$ cat config.mk
export PLATFORM = sky130hd
export DESIGN_NAME = axi_rd_arbiter
export DESIGN_NICKNAME = d
export VERILOG_FILES = /design/src/rtl/axi_rd_arbiter.sv
export SDC_FILE = /design/constraint.sdc
export NUM_CORES = 1
export LEC_CHECK = 0
export BUFFER_PORTS_ARGS = -buffer_cell sky130_fd_sc_hd__buf_2
export CORE_MARGIN = 1.5
export CORE_UTILIZATION = 21
export DETAILED_ROUTE_END_ITERATION = 12
export GPL_ROUTABILITY_DRIVEN = 0
export GPL_TIMING_DRIVEN = 1
export PLACE_DENSITY = 0.76
export SYNTH_ARGS = -nofsm -noshare
export SYNTH_HDL_FRONTEND = slang
export SYNTH_SLANG_ARGS = --single-unit
$ cat constraint.sdc
create_clock -name ACLK -period 1.2 [get_ports ACLK]
set_input_delay 0.06 -clock ACLK [delete_from_list [all_inputs] [get_ports ACLK]]
set_output_delay 0.06 -clock ACLK [all_outputs]
set_load 0.03 [all_outputs]
$ cat src/rtl/axi_rd_arbiter.sv
// Read-path arbiter for a 2-master / 2-slave AXI interconnect.
// Round-robin grant, slave decode from one address bit, and one outstanding
// burst; the grant is held until the RLAST beat completes its handshake.
module axi_rd_arbiter #(
    parameter int unsigned SEL_BIT   = 16,
    parameter int unsigned ADDR_BITS = 32
) (
    input  logic                 ACLK,
    input  logic                 ARESET,
    input  logic                 ARVALID_M0,
    input  logic                 ARVALID_M1,
    input  logic [ADDR_BITS-1:0] ARADDR_M0,
    input  logic [ADDR_BITS-1:0] ARADDR_M1,
    output logic                 ARREADY_M0,
    output logic                 ARREADY_M1,
    output logic                 ARVALID_S0,
    output logic                 ARVALID_S1,
    input  logic                 ARREADY_S0,
    input  logic                 ARREADY_S1,
    input  logic                 RVALID_S0,
    input  logic                 RVALID_S1,
    input  logic                 RLAST_S0,
    input  logic                 RLAST_S1,
    output logic                 RREADY_S0,
    output logic                 RREADY_S1,
    output logic                 RVALID_M0,
    output logic                 RVALID_M1,
    input  logic                 RREADY_M0,
    input  logic                 RREADY_M1,
    output logic [1:0]           ar_gnt,
    output logic                 r_mst,
    output logic                 r_slv,
    output logic                 busy
);

    typedef enum logic [1:0] {StIdle, StAddr, StData} state_e;

    state_e state_q, state_d;
    logic   prio_q, prio_d;
    logic   mst_q, mst_d;
    logic   slv_q, slv_d;

    logic [1:0] arvalid_m, arready_s, rvalid_s, rlast_s, rready_m;
    logic [1:0] arready_m, arvalid_s, rready_s, rvalid_m;
    logic       winner;
    logic       ar_hs;
    logic       r_last_hs;

    // Only the select bit of each address is decoded.
    logic unused_addr;
    assign unused_addr = ^{ARADDR_M0, ARADDR_M1};

    assign arvalid_m = {ARVALID_M1, ARVALID_M0};
    assign arready_s = {ARREADY_S1, ARREADY_S0};
    assign rvalid_s  = {RVALID_S1, RVALID_S0};
    assign rlast_s   = {RLAST_S1, RLAST_S0};
    assign rready_m  = {RREADY_M1, RREADY_M0};

    assign ar_hs     = (state_q == StAddr) & arvalid_m[mst_q] & arready_s[slv_q];
    assign r_last_hs = (state_q == StData) & rvalid_s[slv_q] & rready_m[mst_q] & rlast_s[slv_q];

    // Contention goes to prio; a lone requester always wins.
    assign winner = (ARVALID_M0 & ARVALID_M1) ? prio_q : ARVALID_M1;

    // Next-state: arbitrate in idle, advance on AR handshake and on the RLAST beat.
    always_comb begin
        state_d = state_q;
        prio_d  = prio_q;
        mst_d   = mst_q;
        slv_d   = slv_q;
        unique case (state_q)
            StIdle: begin
                if (ARVALID_M0 | ARVALID_M1) begin
                    mst_d   = winner;
                    slv_d   = winner ? ARADDR_M1[SEL_BIT] : ARADDR_M0[SEL_BIT];
                    state_d = StAddr;
                end
            end
            StAddr: begin
                if (ar_hs) begin
                    state_d = StData;
                end
            end
            StData: begin
                if (r_last_hs) begin
                    state_d = StIdle;
                    prio_d  = ~mst_q;
                end
            end
            default: state_d = StIdle;
        endcase
    end

    // State registers with synchronous reset.
    always_ff @(posedge ACLK) begin
        if (ARESET) begin
            state_q <= StIdle;
            prio_q  <= 1'b0;
            mst_q   <= 1'b0;
            slv_q   <= 1'b0;
        end else begin
            state_q <= state_d;
            prio_q  <= prio_d;
            mst_q   <= mst_d;
            slv_q   <= slv_d;
        end
    end

    // Handshake routing: only the granted master/selected slave pair is connected.
    always_comb begin
        arready_m = 2'b00;
        arvalid_s = 2'b00;
        rready_s  = 2'b00;
        rvalid_m  = 2'b00;
        ar_gnt    = 2'b00;
        unique case (state_q)
            StAddr: begin
                ar_gnt[mst_q]    = 1'b1;
                arvalid_s[slv_q] = arvalid_m[mst_q];
                arready_m[mst_q] = arready_s[slv_q];
            end
            StData: begin
                rvalid_m[mst_q] = rvalid_s[slv_q];
                rready_s[slv_q] = rready_m[mst_q];
            end
            default: ;
        endcase
    end

    assign ARREADY_M0 = arready_m[0];
    assign ARREADY_M1 = arready_m[1];
    assign ARVALID_S0 = arvalid_s[0];
    assign ARVALID_S1 = arvalid_s[1];
    assign RREADY_S0  = rready_s[0];
    assign RREADY_S1  = rready_s[1];
    assign RVALID_M0  = rvalid_m[0];
    assign RVALID_M1  = rvalid_m[1];
    assign r_mst      = mst_q;
    assign r_slv      = slv_q;
    assign busy       = (state_q != StIdle);

endmodule

Yosys cells after proc, flatten, opt, wreduce, memory -nomap -nowiden
Cells that the tools add are included.

word-level totals
  flip-flop bits (word level) = 5
  input bits = 76
  output and inout bits = 13
  logic and storage cells = 57

cells by class
  magnitude comparators = 4
  equality and inequality tests = 5
  multiplexer cells = 25
  bitwise gates (word level) = 12
  reduce and logical (&&, ||, !) cells = 7

operator list
  kind                                                                           number
  2-bit two-way mux                                                              8
  1-bit two-way mux                                                              14
  2-bit AND                                                                      4
  1-bit AND                                                                      6
  2-bit inequality test (second input constant)                                  3
  2-bit case mux with 3 select lines                                             1
  1-bit by 2-bit less-than comparator with 1-bit output (second input constant)  2
  2-bit AND reduction                                                            2
  3-bit AND reduction                                                            1
  1-bit demux with 1-bit select                                                  2
  2-bit by 1-bit == test with 1-bit output (second input constant)               1
  2-bit == test (second input constant)                                          1
  1-bit >= comparator (second input constant)                                    2
  1-bit logical AND                                                              2
  2-bit zero test                                                                1
  2-bit nonzero test                                                             1
  1-bit inverter                                                                 1
  1-bit OR                                                                       1

Logic depth before layout (Yosys ltp)
  depth in word-level cells = 7
  depth in mapped cells = 4
  depth with buffers taken out = 3

Worst setup path before layout
Ideal clock, no wire load.

  path type = reg2out
  start point = register mst_q (netlist: r_mst)
  end point = output port ARVALID_S1
  data arrival time = 1,551 ps
  data required time = 1,140 ps
  path slack = -411 ps
  stages on the path, launching flop included = 4
  path buffers = 1
  cell sequence = dfxtp_1 > buf_6 > mux2i_1 > nor3b_1

on the way
  longest elaborated chain between the ends = 4

RTL lines
  item                                                   line  source
  from (decl)                                            40    logic mst_q, mst_d;
  from (signal assigned)                                 104   mst_q <= mst_d;
  1-bit two-way mux (not written as such) (2 in series)  119   arvalid_s[slv_q] = arvalid_m[mst_q];
  2-bit AND (no source line)                             --
  2-bit two-way mux                                      116   unique case (state_q)
  to (decl)                                              17    output logic ARVALID_S1,

No other way between the ends. The select of a mux whose other input is x is not followed.

Worst setup path in the final report
Ends and elaborated chain as after synthesis.

==> results.toml <==
[route]
firstDrtPassIters = 3
wl_met2_um = 772
post_drt_wl_per_cell_um = 12.7
ant_nets = 0
drt-met1-wl_um = 599
wl_um = 1510
num_vias = 553
met3WireLength_um = 99
drc = 0
post_drt_via_cell_ratio = 4.65
drtIter0Drc = 3
routed.top_layer = "met4"

[place]
io_buffers = 26
pre_cts_slack_ns = -0.0765
dp_hpwl_um = 1100

[worst_setup_path]
path_max_fanout = 4
worstReg2RegStart = "r_slv"
crit_required_ns = 1.14
crit_path_start_kind = "register"
timing.rr.end = "prio_q"
arrival_ns = 1.28
startpoint = "r_mst"
worst-setup-path-type = "register to output pin"
reg2reg_slack_ns = -0.12
end_kind = "output pin"
reg2reg_depth = 4

[synthesis]
syn-num-nets = 123
synthesis.area_um2 = 419
synth_warnings = 0
netlist_instances = 47
ys_types = 23
syn_area_per_cell_um2 = 8.92
ys_seq_area_share_pct = 23.9
ys_ff_latch = 5

[timing]
max_freq_mhz = 744
finalCritPeriodShare_pct = 112
rsz0062_at_grt = "true"
setup_viol = 12
final.min_clock_period_ns = 1.34
slew_headroom_pct = 83.5
worst_slew_pin_slew_ns = 0.241
post-route-worst-setup-slack_ns = -0.144
drv_slew = 0
finClkSkew_ns = 0.0113
hold_violations = 0

[cells_and_area]
mostFrequentLayoutCell = "buf_4"
diodes = 0
final_util_pct = 53.5
drive_above_1_share_pct = 81.9
syn2layout_area_growth_pct = 130
mostFrequentLayoutCells = "buf_4, buf_2, buf_6, mux2i_4"
fillCellCount = 169
num-nets-final = 171

[die]
ios = 89
die_y_um = 47.7
fp.dieArea_mm2 = 0.00227
fp.coreArea_mm2 = 0.00180
row_count = 15
start_util_pct = 23.3
die_w_um = 47.7

[global_route]
antenna_found_initial = 0
grt_use_total_pct = 14.4
grt-ovfl-total = 0
grt_max_degree = 8
grt_pass1_vias = 490
grt_pass1_wl_um = 2150

[clock_network]
cts-root-buf = "clkbuf_4"
cts_tree = "done"
clkLatencyLatePin_ns = 0.26
clock_path_buffers = 2
htreeDepth = 1
hold_buffers = 0
cts_sinks = 5
cts_made_buffers = 3
clk_pin_slew_ns = 0.05

[hold_path]
hold_class = "primary input to register"
hold_end = "r_slv"
holdPathStages = 2
min_from = "ARESET"

[job]
maxCapViolCount = 0

[power_and_ir_drop]
power.density_mw_per_mm2 = 914
ir_drop_mv = 0.772
p_leak_nw = 0.407

[run_status]
status = "complete, but fails checks"
violations = "negative setup slack"
-- synthesized netlist by cell type --
cell type	n	area share (%)
nand3_1	2	2.4
nor2b_1	3	4.5
nor4_4	1	5.1
a21bo_1	1	2.4
nor3b_1	3	5.4
mux2_1	1	2.7
nand2b_4	2	6.6
or4_1	1	1.8
a311oi_1	1	2.1
mux2i_1	3	7.2
mux2i_2	2	6.6
nand2b_1	1	1.5
nor3_1	5	6.0
nor2_1	4	3.6
a21oi_1	3	3.6
or2_2	1	1.5
buf_6	2	5.4
o31ai_1	2	3.6
o21ai_1	1	1.2
nand2_1	1	0.89
dfxtp_1	5	24
inv_1	1	0.89
and2_1	1	1.5
-- worst max-delay path: stages (launching register included) --
cell and delay (ns):
dfxtp_4 0.37, mux2i_4 0.20, buf_6 0.13, nor3b_2 0.16
buf_4 0.18
-- through the flow --
step	area (um2)	hold WS, ns	setup TNS [ns]	cells	total power, mW
floorplan	483	0.119	-0.352	47	0.402
global placement	724	0.310	-0.126	108	0.531
detailed placement	724	0.320	-0.152	108	0.539
CTS	873	0.0687	-1.11	116	0.808
global route	963	0.0770	-1.82	119	0.931
finish	963	0.0702	-1.21	119	0.881
-- routing by layer --
layer,up-vias,GRT usage (%)
met5,-,0
met4,0,7.03
met3,5,6.42
met2,18,21.9
met1,262,17.2
li1,268,-
-- what timing repair did --
item | in CTS | in global routing
setup endpoints to repair | 13 | 15
cloned | 0 | 0
gates resized for setup | 28 | 16
setup buffers | 5 | 3
pin swaps | 3 | 4
-- logic make-up after synthesis --
group	synth area share [%]
buffers and inverters	6.27
flip-flops	23.9
AO/OA/AOI/OAI	12.8
multiplexers	16.4
AND/OR/NAND/NOR	40.6
-- power by group --
part	switching (mW)	leakage, nW	internal (mW)
sequential	0.0244	0.0433	0.181
combinational	0.220	0.348	0.251
clock	0.0776	0.0150	0.126
total	0.322	0.407	0.559
-- cell type report --
cell class	instances	area (um2)	area share (%)
timing repair buffer	45	362	37.5
clock buffer	4	26.3	2.73
inverter	1	3.75	0.390
sequential	5	113	11.7
multi-input combinational	39	428	44.4
tap	25	31.3	3.25
-- registers in the layout (all words and copies together), names as in the netlist --
name     count
r_slv        1
state_q      2
r_mst        1
prio_q       1
-- worst max-delay path by stage --
| stage | to | depth (start not counted) |
|---|---|---|
| 6_report | ARVALID_S1 | 4 |
| 5_1_grt | ARVALID_S1 | 4 |
| 4_1_cts | ARREADY_M0 | 4 |
| 3_5_place_dp | prio_q | 3 |
| 3_3_place_gp | state_q[1] | 4 |
| 2_1_floorplan | prio_q | 4 |
(Power assumes the default switching activity.)
